[src/rtl/ldpc_info_blk_packer.sv]
// Packs IN_W-bit input words into MAX_Z-bit LDPC information sub-blocks of a
// per-codeword lifting size Z, with a one-deep output register and backpressure.
module ldpc_info_blk_packer #(
    parameter int MAX_Z            = 81,
    parameter int NUM_Z            = 3,
    parameter int Z_VALUES [NUM_Z] = '{27, 54, 81},
    parameter int NUM_INFO_BLKS    = 20,
    parameter int IN_W             = 9
) (
    input  logic                             clk,
    input  logic                             rst,
    input  logic [NUM_Z-1:0]                 cfg_z_sel,
    input  logic                             s_valid,
    output logic                             s_ready,
    input  logic [IN_W-1:0]                  s_data,
    output logic                             m_valid,
    input  logic                             m_ready,
    output logic [MAX_Z-1:0]                 m_data,
    output logic [$clog2(NUM_INFO_BLKS)-1:0] m_blk_idx,
    output logic                             m_first,
    output logic                             m_last,
    output logic [NUM_Z-1:0]                 m_z_sel,
    output logic                             cfg_err
);
    localparam int WPB_MAX = MAX_Z / IN_W;
    localparam int WW      = $clog2(WPB_MAX + 1);
    localparam int BW      = $clog2(NUM_INFO_BLKS);
    localparam logic [BW-1:0] LAST_BLK = BW'(NUM_INFO_BLKS - 1);

    typedef enum logic [1:0] {IDLE, FILL, STALL} state_t;
    state_t r_state, w_state_nxt;

    logic [NUM_Z-1:0] r_zsel;
    logic [WW-1:0]    r_wpb, r_wcnt;
    logic [BW-1:0]    r_bcnt;
    logic [MAX_Z-1:0] r_fill;
    logic             r_mvalid, r_mfirst, r_mlast, r_cfg_err;
    logic [MAX_Z-1:0] r_mdata;
    logic [BW-1:0]    r_midx;
    logic [NUM_Z-1:0] r_mzsel;

    logic             w_cfg_ok, w_idle, w_acc, w_lastw, w_out_free;
    logic             w_xfer_fill, w_xfer_stall, w_load, w_ld_last;
    logic [WW-1:0]    w_cfg_wpb, w_w, w_wpb;
    logic [BW-1:0]    w_blk, w_ld_blk, w_blk_nxt;
    logic [NUM_Z-1:0] w_zsel, w_ld_zsel;
    logic [MAX_Z-1:0] w_fill_wr, w_ld_data;

    always_comb begin
        w_cfg_ok  = (cfg_z_sel != '0) && ((cfg_z_sel & (cfg_z_sel - NUM_Z'(1))) == '0);
        w_cfg_wpb = '0;
        for (int i = 0; i < NUM_Z; i++)
            if (cfg_z_sel[i]) w_cfg_wpb = WW'(Z_VALUES[i] / IN_W);
    end

    // In IDLE the accepted word is word 0 of block 0 under the live cfg_z_sel.
    assign w_idle  = (r_state == IDLE);
    assign s_ready = !rst && ((r_state == FILL) || (w_idle && w_cfg_ok));
    assign w_acc   = s_valid && s_ready;
    assign w_w     = w_idle ? '0 : r_wcnt;
    assign w_wpb   = w_idle ? w_cfg_wpb : r_wpb;
    assign w_blk   = w_idle ? '0 : r_bcnt;
    assign w_zsel  = w_idle ? cfg_z_sel : r_zsel;
    assign w_lastw = ((w_w + WW'(1)) == w_wpb);

    // Word 0 clears the fill so bits at and above Z stay zero.
    always_comb begin
        w_fill_wr = (w_w == '0) ? '0 : r_fill;
        for (int k = 0; k < WPB_MAX; k++)
            if (w_w == WW'(k)) w_fill_wr[k*IN_W +: IN_W] = s_data;
    end

    assign w_out_free   = !r_mvalid || m_ready;
    assign w_xfer_fill  = w_acc && w_lastw && w_out_free;
    assign w_xfer_stall = (r_state == STALL) && m_ready;
    assign w_load       = w_xfer_fill || w_xfer_stall;
    assign w_ld_data    = w_xfer_stall ? r_fill : w_fill_wr;
    assign w_ld_blk     = w_xfer_stall ? r_bcnt : w_blk;
    assign w_ld_zsel    = w_xfer_stall ? r_zsel : w_zsel;
    assign w_ld_last    = (w_ld_blk == LAST_BLK);
    assign w_blk_nxt    = w_ld_last ? '0 : w_ld_blk + BW'(1);

    always_comb begin
        w_state_nxt = r_state;
        case (r_state)
            IDLE, FILL: begin
                if (w_acc) begin
                    if (!w_lastw)        w_state_nxt = FILL;
                    else if (w_out_free) w_state_nxt = w_ld_last ? IDLE : FILL;
                    else                 w_state_nxt = STALL;
                end
            end
            STALL:   if (m_ready) w_state_nxt = w_ld_last ? IDLE : FILL;
            default: w_state_nxt = IDLE;
        endcase
    end

    always_ff @(posedge clk or posedge rst) begin
        if (rst) r_state <= IDLE;
        else     r_state <= w_state_nxt;
    end

    always_ff @(posedge clk or posedge rst) begin
        if (rst) begin
            r_zsel <= '0;
            r_wpb  <= '0;
            r_wcnt <= '0;
            r_bcnt <= '0;
            r_fill <= '0;
        end else begin
            if (w_acc) begin
                if (w_idle) begin
                    r_zsel <= cfg_z_sel;
                    r_wpb  <= w_cfg_wpb;
                end
                r_fill <= w_fill_wr;
                if (w_lastw) begin
                    r_wcnt <= '0;
                    r_bcnt <= w_out_free ? w_blk_nxt : w_blk;
                end else begin
                    r_wcnt <= w_w + WW'(1);
                    r_bcnt <= w_blk;
                end
            end
            if (w_xfer_stall) r_bcnt <= w_blk_nxt;
        end
    end

    always_ff @(posedge clk or posedge rst) begin
        if (rst) begin
            r_mvalid <= 1'b0;
            r_mdata  <= '0;
            r_midx   <= '0;
            r_mfirst <= 1'b0;
            r_mlast  <= 1'b0;
            r_mzsel  <= '0;
        end else if (w_load) begin
            r_mvalid <= 1'b1;
            r_mdata  <= w_ld_data;
            r_midx   <= w_ld_blk;
            r_mfirst <= (w_ld_blk == '0);
            r_mlast  <= w_ld_last;
            r_mzsel  <= w_ld_zsel;
        end else if (m_ready) begin
            r_mvalid <= 1'b0;
        end
    end

    always_ff @(posedge clk or posedge rst) begin
        if (rst) r_cfg_err <= 1'b0;
        else     r_cfg_err <= w_idle && s_valid && !w_cfg_ok;
    end

    assign m_valid   = r_mvalid;
    assign m_data    = r_mdata;
    assign m_blk_idx = r_midx;
    assign m_first   = r_mfirst;
    assign m_last    = r_mlast;
    assign m_z_sel   = r_mzsel;
    assign cfg_err   = r_cfg_err;
endmodule

[config.mk]
export PLATFORM = sky130hd
export DESIGN_NAME = ldpc_info_blk_packer
export DESIGN_NICKNAME = d
export VERILOG_FILES = /design/src/rtl/ldpc_info_blk_packer.sv
export SDC_FILE = /design/constraint.sdc
export NUM_CORES = 1
export LEC_CHECK = 0
export BUFFER_PORTS_ARGS = -buffer_cell sky130_fd_sc_hd__buf_2
export CORE_MARGIN = 2
export CORE_UTILIZATION = 35
export DETAILED_ROUTE_END_ITERATION = 10
export PLACE_DENSITY = 0.52
export SYNTH_ARGS = -nofsm -noshare
export SYNTH_HDL_FRONTEND = slang
export SYNTH_SLANG_ARGS = --single-unit
[constraint.sdc]
create_clock -name clk -period 7.2 [get_ports clk]
set_clock_uncertainty 0.2 [all_clocks]
set_input_delay 0.36 -clock clk [delete_from_list [all_inputs] [get_ports clk]]
set_output_delay 0.36 -clock clk [all_outputs]
set_load 0.02 [all_outputs]
==> metrics.md <==
| Metric | Value |
|---|---|
| Num CTS Buffers | `17` |
| Gr usage total | `0.1662` |
| Worst-margin pin slew | `about 1100 ps` |
| Adder-cell share of the synthesized area | `0.002884` |
| Vias in the first global route | `6,093` |
| Vias per std cell | `about 5.4` |
| Post-DP HPWL | `14.02 mm` |
| Clock Path Buffers | `2` |
| Gr ovfl total | `0` |
| DRC viols | `0` |
| Syn nets | `700` |
| Die span in y | `161.4 um` |
| Vias | `approximately 6,000` |
| CTS Sinks | `192` |
| Failing checks | `hold timing` |
| N_diodes | `0` |
| Yosys cell types | `54` |
| Netlist Area Pre-Place | `0.008676 mm^2` |
| Post-route minimum period | `roughly 4200 ps` |
| Nets | `around 780` |
| Register-to-Register Path Depth | `6` |
| Synthesis-to-layout area growth | `15.46%` |
| Root Driver | `clkbuf_16` |
| Fillcell total | `between 2,000 and 2,500` |
| Worst-path fanout max | `between 40 and 50` |
| Area of the core | `0.02432 mm^2` |
| Setup CP Type | `flop to flop` |
| Post-Syn Area per Cell | `12.72 um^2` |
| R2r setup slk | `3010 ps` |
| Port bufs | `109` |
| Pwr per Cell Area | `342.1 mW/mm^2` |
| CP Capture Type | `flop` |
| Final Hold Viols | `23` |
| Outcome | `complete, but fails checks` |
| Num ports | `110` |
| Htree depth | `4` |
| Syn. warnings | `0` |
| Primary FF master, synth | `dfrtp_1` |
| Sequential area share after synthesis | `0.5538` |
| Post-route ant nets | `0` |
| Initial antenna violation count | `0` |
| # setup viols final | `0` |
| Critical path's slowest cell | `a31o_4` |
| Final worst path period share | `0.5813` |
| CTS tree | `yes` |
| Synth Area in Compound Gates | `0.1872` |
| RSZ-0062 raised after global routing | `false` |
| Post-Synth XOR/XNOR Area | `0.006057` |
| Synth Area in Simple Gates | `0.06187` |
| Post-cts sizing count | `0` |
| CP Buf/Inv Count | `1` |
| Crit-path cells | `nand3_1 -> or3_1 -> a32oi_2 -> a31o_4 -> buf_4 -> mux2_2` |
| FF/Latch Area | `about 0.0048 mm^2` |
| Crit path largest cell delay | `about 740 ps` |
| Post-synthesis mux area share | `0.1500` |
| Initial DRC count | `426` |
| Maximum clock frequency | `approximately 0.24 GHz` |
| VDD IR max | `0.1500 mV` |
| Setup_tns | `0 ps` |
| Share of cells above drive strength 1 | `0.2706` |
| Row cnt | `57` |
| First-pass GRT wire length | `34.08 mm` |
| WL/cell | `19.28 um` |
| Fin Hold WS | `-58.44 ps` |
| Min-delay worst type | `input port to async pin` |
| Clock latency on the worst-skew pair | `430 ps` |
| Number of flops mapped to enable cells by yosys | `0` |
| Worst-path clk slew | `70 ps` |
| Startpoint class of the critical path | `flop` |
| Slew HR | `0.2813` |
| DRT Wirelength | `21.21 mm` |
| Fin. max-slew vios | `0` |
| Ys async rst share | `1.000` |
| Initial core utilization | `0.3567` |
| Non-filler cells, final | `1,100` |
| Drt first pass iters | `5` |
| Multi-input logic area | `0.003548 mm^2` |
| Largest family of logic cells by synthesized area | `compound AO/OA/AOI/OAI gates` |
| CP delay by family, top | `compound AO/OA/AOI/OAI gates` |
| Die Width | `161.4 um` |
| Final GP Congestion | `around 0.83` |
| Lkg Pwr | `4.997 nW` |
| #FFs+latches synth | `between 150 and 200` |
| Critical Path AT | `4300 ps` |
| Max cap viols | `0` |
| Critical path depth in cells | `6` |
| Worst path required time | `7320 ps` |
| Die area | `0.02606 mm^2` |
| Largest net degree at the start of global routing | `about 110` |
| Mapped Cells | `slightly below 700` |
| Placed Cells | `between 1,000 and 1,500` |
repair_timing:
item,in CTS,in global routing
hold buffers,2,0
endpoints found under the setup margin,0,0
setup buffers,0,0
hold endpoints to repair,2,0
cell usage in the layout (no fill, tap or decap), drive strengths merged, types with 7 or more instances in the layout:
cell | synthesis | layout
clkbuf | 24 | 22
nand3 | 7 | 7
nor2 | 24 | 24
o21ai | 19 | 19
a22o | 146 | 146
inv | 14 | 14
dfrtp | 192 | 192
nand2 | 30 | 30
buf | 29 | 114
mux2 | 109 | 109
nor3 | 14 | 14
metrics by stage:
| step | util | total power (W) | instance area, um^2 | hold WS, ps | worst slack (ps) |
|---|---|---|---|---|---|
| after global placement | 0.3865 | 0.002460 | 9399 | 262.7 | 3187 |
| after global routing | 0.4119 | 0.003620 | 10020 | 42.95 | 2707 |
| after detailed placement | 0.3865 | 0.002486 | 9399 | 270.6 | 3002 |
| after floorplan | - | 0.002209 | 8676 | 223.1 | 1413 |
| after CTS | 0.4119 | 0.003464 | 10020 | 24.13 | 2996 |
| final | 0.4119 | 0.003427 | 10020 | -58.44 | 3015 |
cells by family after synthesis:
kind of cell | count (synthesis)
AOI/OAI and AO/OA | 196
xor gates and xnor gates | 6
adders and majority gates | 2
buffers and inverters | 67
DFF | 192
muxes | 113
and+or+nand+nor | 106
final timing paths:
path | from | end
max in group asynchronous | rst | r_fill[38]
worst min-delay path | rst | m_z_sel[0]
worst max-delay path | r_wcnt[0] | m_data[60]
worst max register to register | r_wcnt[0] | m_data[60]
worst min register to register | m_data[33] | m_data[33]
min in group clk | cfg_z_sel[1] | cfg_err
layer usage:
metal  wire [um]  vias up  track usage
met3         766       15      0.02799
met2        9891      144       0.2624
li1            -     2715            -
met4         249        0      0.04464
met1       10300     3067       0.2375
met5           0        -            0
cells in the mapped netlist (all sizes together) (3+ instances only):
library cell	count	share of area
a211o	3	0.0030
a21oi	4	0.0023
a22o	146	0.15
a31o	3	0.0030
and2	3	0.0022
buf	29	0.022
clkbuf	24	0.011
dfrtp	192	0.55
inv	14	0.0061
mux2	109	0.15
mux2i	4	0.0046
nand2	30	0.013
nand2b	4	0.0029
nand3	7	0.0040
nand3b	3	0.0026
nand4	3	0.0022
nor2	24	0.011
nor3	14	0.0098
o21a	3	0.0026
o21ai	19	0.011
o31ai	4	0.0035
or2	4	0.0029
or3	4	0.0029
xnor2	3	0.0030
xor2	3	0.0030
state kept, by name, summed over array words and instances (netlist names):
register   flops
m_last         1
m_blk_idx      5
r_state        2
cfg_err        1
r_wpb          4
m_data        81
r_zsel         3
r_wcnt         4
m_valid        1
m_z_sel        3
r_bcnt         5
r_fill        81
m_first        1
power breakdown:
part	leakage (nW)	switching [W]	total (W)	internal, W
sequential	2.58	0.000186	0.00154	0.00135
combinational	2.14	0.000481	0.000922	0.000441
clock	0.278	0.000402	0.000966	0.000564
final cells by class:
class | instances | area share
clock inverters | 9 | 0.01336
clock buffers | 22 | 0.04634
well taps | 324 | 0.04047
flip-flops and latches | 192 | 0.4796
repair buffers | 116 | 0.06020
multi-input cells | 423 | 0.3542
inverters | 14 | 0.005746
No activity file was read; power rests on OpenSTA's default activity.
